<file path="config.mk">
export PLATFORM = sky130hd
export DESIGN_NAME = prog_loader
export DESIGN_NICKNAME = d
export VERILOG_FILES = /design/src/rtl/prog_loader.sv
export SDC_FILE = /design/constraint.sdc
export NUM_CORES = 1
export LEC_CHECK = 0
export ABC_CLOCK_PERIOD_IN_PS = 2250
export BUFFER_PORTS_ARGS = -buffer_cell sky130_fd_sc_hd__buf_2
export CAP_MARGIN = 20
export CORE_UTILIZATION = 35
export CTS_BUF_LIST = sky130_fd_sc_hd__clkbuf_4 sky130_fd_sc_hd__clkbuf_8
export DETAILED_ROUTE_END_ITERATION = 10
export PLACE_DENSITY_LB_ADDON = 0.05
export REMOVE_ABC_BUFFERS = 1
export SETUP_SLACK_MARGIN = 0.15
export SLEW_MARGIN = 30
export SYNTH_ARGS = -nofsm -noshare
export SYNTH_HDL_FRONTEND = slang
export SYNTH_SLANG_ARGS = --single-unit
</file>
<file path="constraint.sdc">
create_clock -name clk -period 2.25 [get_ports clk]
set_input_delay 0.3375 -clock clk [delete_from_list [all_inputs] [get_ports clk]]
set_output_delay 0.3375 -clock clk [all_outputs]
set_load 0.01 [all_outputs]
</file>
<file path="src/rtl/prog_loader.sv">
// rtl/prog_loader.sv - byte-stream program image loader for the core's instruction memory
//
// Ports:
//   clk, reset      system clock, asynchronous active-low reset
//   start           one-cycle pulse that begins a load (from IDLE, DONE or ERR only)
//   in_valid/data   byte stream in; in_ready out
//   im_wr_en/addr/data  registered instruction-memory write port
//   core_hold       1 keeps the core in reset; drops only after a verified load
//   busy            load in progress
//   load_done/err   sticky result flags, mutually exclusive
//   word_count      words written in the current/last load
//
// Image format: len_lo, len_hi, then len words as (lo, hi) byte pairs, then an
// XOR checksum of all word bytes.

module prog_loader #(
    parameter int D = 10,
    parameter int W = 9
) (
    input  logic         clk,
    input  logic         reset,
    input  logic         start,
    input  logic         in_valid,
    input  logic [7:0]   in_data,
    output logic         in_ready,
    output logic         im_wr_en,
    output logic [D-1:0] im_addr,
    output logic [W-1:0] im_data,
    output logic         core_hold,
    output logic         busy,
    output logic         load_done,
    output logic         load_err,
    output logic [D:0]   word_count
);

    localparam logic [2:0] IDLE    = 3'd0;
    localparam logic [2:0] LEN_LO  = 3'd1;
    localparam logic [2:0] LEN_HI  = 3'd2;
    localparam logic [2:0] WORD_LO = 3'd3;
    localparam logic [2:0] WORD_HI = 3'd4;
    localparam logic [2:0] CHK     = 3'd5;
    localparam logic [2:0] DONE    = 3'd6;
    localparam logic [2:0] ERR     = 3'd7;

    // Largest image that fits the address space; anything above is rejected
    // so the write index can never wrap.
    localparam logic [16:0] MAX_LEN = 17'(2**D);

    // Bits of the high word byte that lie above the W-bit word; they must be zero.
    localparam logic [7:0] HI_MASK = 8'(~((32'd1 << (W - 8)) - 32'd1));

    logic [2:0]   state;
    logic [15:0]  len;
    logic [7:0]   word_lo;
    logic [7:0]   chk;

    logic         accept;
    logic [16:0]  len_full;
    logic [W-1:0] word;
    logic         last_word;
    logic         hi_bad;

    always_comb begin
        in_ready = 1'b0;
        case (state)
            LEN_LO, LEN_HI, WORD_LO, WORD_HI, CHK: in_ready = 1'b1;
            default:                               in_ready = 1'b0;
        endcase
    end

    assign busy      = in_ready;
    assign accept    = in_valid && in_ready;
    assign len_full  = {1'b0, in_data, len[7:0]};
    assign word      = {in_data[W-9:0], word_lo};
    assign hi_bad    = (in_data & HI_MASK) != 8'd0;
    assign last_word = (17'(word_count) + 17'd1) == {1'b0, len};

    always_ff @(posedge clk or negedge reset) begin
        if (!reset) begin
            state      <= IDLE;
            len        <= 16'd0;
            word_lo    <= 8'd0;
            chk        <= 8'd0;
            word_count <= '0;
            im_wr_en   <= 1'b0;
            im_addr    <= '0;
            im_data    <= '0;
            core_hold  <= 1'b1;
            load_done  <= 1'b0;
            load_err   <= 1'b0;
        end else begin
            // Write strobe is a single-cycle pulse after an accepted high byte.
            im_wr_en <= 1'b0;
            case (state)
                IDLE: begin
                    if (start) begin
                        chk        <= 8'd0;
                        word_count <= '0;
                        state      <= LEN_LO;
                    end
                end
                DONE, ERR: begin
                    if (start) begin
                        load_done  <= 1'b0;
                        load_err   <= 1'b0;
                        word_count <= '0;
                        chk        <= 8'd0;
                        core_hold  <= 1'b1;
                        state      <= LEN_LO;
                    end
                end
                LEN_LO: begin
                    if (accept) begin
                        len[7:0] <= in_data;
                        state    <= LEN_HI;
                    end
                end
                LEN_HI: begin
                    if (accept) begin
                        len[15:8] <= in_data;
                        if (len_full == 17'd0) begin
                            state <= CHK;
                        end else if (len_full > MAX_LEN) begin
                            load_err <= 1'b1;
                            state    <= ERR;
                        end else begin
                            state <= WORD_LO;
                        end
                    end
                end
                WORD_LO: begin
                    if (accept) begin
                        word_lo <= in_data;
                        chk     <= chk ^ in_data;
                        state   <= WORD_HI;
                    end
                end
                WORD_HI: begin
                    if (accept) begin
                        if (hi_bad) begin
                            load_err <= 1'b1;
                            state    <= ERR;
                        end else begin
                            im_wr_en   <= 1'b1;
                            im_addr    <= word_count[D-1:0];
                            im_data    <= word;
                            word_count <= word_count + 1'b1;
                            chk        <= chk ^ in_data;
                            state      <= last_word ? CHK : WORD_LO;
                        end
                    end
                end
                CHK: begin
                    if (accept) begin
                        if (in_data == chk) begin
                            load_done <= 1'b1;
                            core_hold <= 1'b0;
                            state     <= DONE;
                        end else begin
                            load_err <= 1'b1;
                            state    <= ERR;
                        end
                    end
                end
                default: state <= IDLE;
            endcase
        end
    end

endmodule

</file>
==> impl_metrics.py <==
metrics = {
    "outcome": {
        "status": "finished with violations",
        "violations": "hold timing",
    },
    "grt": {
        "grt_util_met2": 0.3114,
        "first_global_vias": 2810,
        "antenna_found_initial": 0,
        "grt_max_degree": 70,
        "met1_usage": 0.2420,
        "grt_usage": 0.1856,
        "grt_pass1_wl_mm": 14.34,
        "grt-ovfl-total": 0,
        "top_usage_layer": "met2",
        "use_met3": 0.04300,
    },
    "finish": {
        "multi_input_area_mm2": 0.001584,
        "final_nets": 454,
        "final_layout_size_suffix_gt1_frac": 0.2844,
        "mostFrequentLayoutCell": "nand2_1",
        "n_fill_cell": 954,
        "final_cell_mix": "91 x nand2_1, 66 x dfrtp_1, 47 x buf_2, 40 x o21ai_0, 32 x buf_4",
        "areaGrowthSynthToFinish_pct": 23.39,
        "instances_no_fill": 572,
        "post-route-util": 0.4507,
        "antenna_cells": 0,
        "ff_latch_area_mm2": 0.001730,
        "stdcell_area_mm2": 0.004204,
    },
    "detailed_routing": {
        "dr.first_iter.drc_count": 82,
        "drcViolationCount": 0,
        "drtAntennaViolNets": 0,
        "drtPass1Iterations": 4,
        "via_count": 2815,
        "wl_per_cell_um": 15.22,
        "routed_via_density": 4.921,
        "wirelength_mm": 8.707,
    },
    "cts": {
        "cts_sinks": 69,
        "path_clk_slew_ns": 0.07,
        "clk_latency_ns": 0.34,
        "cts_tree": "built",
        "numCtsBuffers": 9,
        "clockRootBuffer": "clkbuf_8",
        "cts_max_path_buffers": 2,
        "h-tree-depth": 3,
    },
    "synth": {
        "ys_types": 48,
        "synth_edf_count": 0,
        "netlist_instances": 369,
        "synthMuxAreaShare": 0.05913,
        "synth_ff_type": "dfrtp_1",
        "ys_seq_elements": 69,
        "synth_top_family_by_area": "simple AND/OR/NAND/NOR gates",
        "synth_compound_area_frac": 0.1223,
        "synth_async_sr_flop_share": 1.000,
        "yosys.area_share.simple": 0.2200,
        "synthXorXnorAreaFrac": 0.05398,
        "ys_seq_area_frac": 0.5072,
        "synth.cell_area_mm2": 0.003407,
        "syn_avg_cell_area_um2": 9.233,
        "yosys.area_share.adder": 0.003672,
        "ys_warn_count": 0,
    },
    "sta": {
        "slew_viol_final": 0,
        "layout_setup_ws_ns": 0.2081,
        "fin_crit_sh": 0.9075,
        "hold_violations": 1,
        "max_freq_mhz": 489.8,
        "worst_slew_pin_slew_ns": 0.4653,
        "clock_skew_ns": 0.008035,
        "timing.slew.headroom": 0.6892,
        "whs_ns": -0.002031,
        "period_minus_slack_ns": 2.042,
        "setup_violations": 0,
        "setup_tns_ns": 0,
        "rsz0062_at_grt": "yes",
    },
    "floorplan": {
        "fp.dieW_um": 100.7,
        "die_h_um": 100.7,
        "core_mm2": 0.009328,
        "dieArea_mm2": 0.01013,
        "initial_core_util": 0.3653,
        "placement_rows": 35,
        "ios": 48,
    },
    "place": {
        "place_congestion": 0.8250,
        "portBuffers": 47,
        "dp.cells": 556,
        "dp_hpwl_mm": 6.122,
        "place_area_mm2": 0.003973,
        "dpl_worst_slack_ns": 0.006526,
    },
    "pwr": {
        "power_mw": 3.990,
        "vdd_ir_drop_max_mv": 0.5359,
        "powerDensity_mw_per_mm2": 949.0,
        "p_sw_frac": 0.3350,
        "p_comb_frac": 0.290,
        "seqPwrFrac": 0.459,
        "switchingPower_mw": 1.336,
        "p_int_mw": 2.653,
        "clockPowerShare": 0.251,
        "cellLeakagePower_nw": 2.032,
    },
    "critical_path": {
        "critPathCaptureType": "flip-flop",
        "criticalPathCategory": "reg -> reg",
        "worstPathRequired_ns": 2.47,
        "arrival_ns": 2.27,
        "cp-start-kind": "flip-flop",
        "worstPathMaxFanout": 5,
    },
    "job": {
        "maxCapViolations": 0,
    },
    "hold_path": {
        "hold_path.class": "in -> async",
    },
}
==> registers in the layout, summed over array words and instances (netlist names) <==
signal and flops:
len 16, word_count 11, im_addr 10, im_data 9, chk 8, word_lo 8, state 3, core_hold 1
im_wr_en 1, load_done 1, load_err 1
==> final cells by class <==
cell class | count | area share
Tap cell | 129 | 0.03839
Clock buffer | 11 | 0.03601
Inverter | 7 | 0.006250
Sequential cell | 69 | 0.4116
Clock inverter | 2 | 0.008333
Multi-Input combinational cell | 273 | 0.3768
Timing Repair Buffer | 81 | 0.1226
==> power by group through the flow <==
stage	Sequential (mW)	Combinational (mW)	Clock [mW]
final	1.83	1.16	1.00
after global routing	1.88	1.30	1.08
after global placement	1.85	1.14	0
after CTS	1.84	1.16	1.03
after floorplan	1.80	0.785	0
after detailed placement	1.86	1.15	0
==> synthesized netlist by cell type (2+ instances only) <==
library cell	number	area [um^2]
clkbuf_1	13	48.80
and2_1	2	12.51
dfrtp_1	68	1702
xor2_1	5	43.79
nand3_1	6	30.03
and3_1	6	37.54
nor4_1	4	25.02
buf_2	5	25.02
nand4_1	5	31.28
a21oi_1	11	55.05
inv_1	6	22.52
o31ai_1	2	15.01
nand2_1	91	341.6
nor2_1	27	101.4
or3_1	2	12.51
buf_4	2	15.01
a32oi_1	2	17.52
nor2b_1	4	25.02
mux2_2	17	191.4
nor3_1	3	15.01
nor4_2	2	25.02
xnor2_1	16	140.1
a22o_1	2	17.52
nor3b_1	2	15.01
a21o_1	3	22.52
or4_1	2	15.01
o21ai_0	40	200.2
==> layer usage <==
layer,part of all wire,up-vias
met2,0.48,48
li1,-,1394
met4,0.0085,0
met5,0,-
met1,0.48,1367
met3,0.030,6
==> path summary, 6_finish.rpt <==
| kind | startpoint | end | slack (ns) | cells past startpoint |
|---|---|---|---|---|
| setup / recovery | word_count[1]$_DFFE_PN0P_ | state[1]$_DFFE_PN0P_ | 0.21 | 6 |
| hold / removal | reset | im_wr_en$_DFF_PN0_ | -0.002 | 2 |
| setup reg to reg | word_count[1]$_DFFE_PN0P_ | state[1]$_DFFE_PN0P_ | 0.21 | 6 |
| hold reg to reg | im_addr[7]$_DFFE_PN0P_ | im_addr[7]$_DFFE_PN0P_ | 0.47 | 2 |
| max in group asynchronous | reset | core_hold$_DFFE_PN1P_ | 1.90 | 2 |
| min in group clk | in_data[1] | chk[1]$_DFFE_PN0P_ | 0.32 | 3 |
==> cells by family (layout without fill, tap and decap cells) <==
family          count (synthesis)  after routing
simple gates                  163            163
fa+ha+maj                       1              1
flops                          69             69
buf+inv                        27            101
compound gates                 70             70
xor+xnor                       21             21
mux                            18             18
==> critical path, stage by stage (launching register included) <==
cell,delay (ns)
dfrtp_2,0.42
nand3_4,0.08
or4_4,0.53
a22o_1,0.25
nor4_4,0.29
o2111a_1,0.27
a21oi_1,0.08
==> what timing repair did <==
item                       in CTS  in global routing
setup buffers                   0                  3
resized for setup               2                  4
setup endpoints to repair       2                  2
pin swaps                       2                  6
cloned                          0                  0
hold buffers                    0                  0
Power figures use the tool's default switching activity.
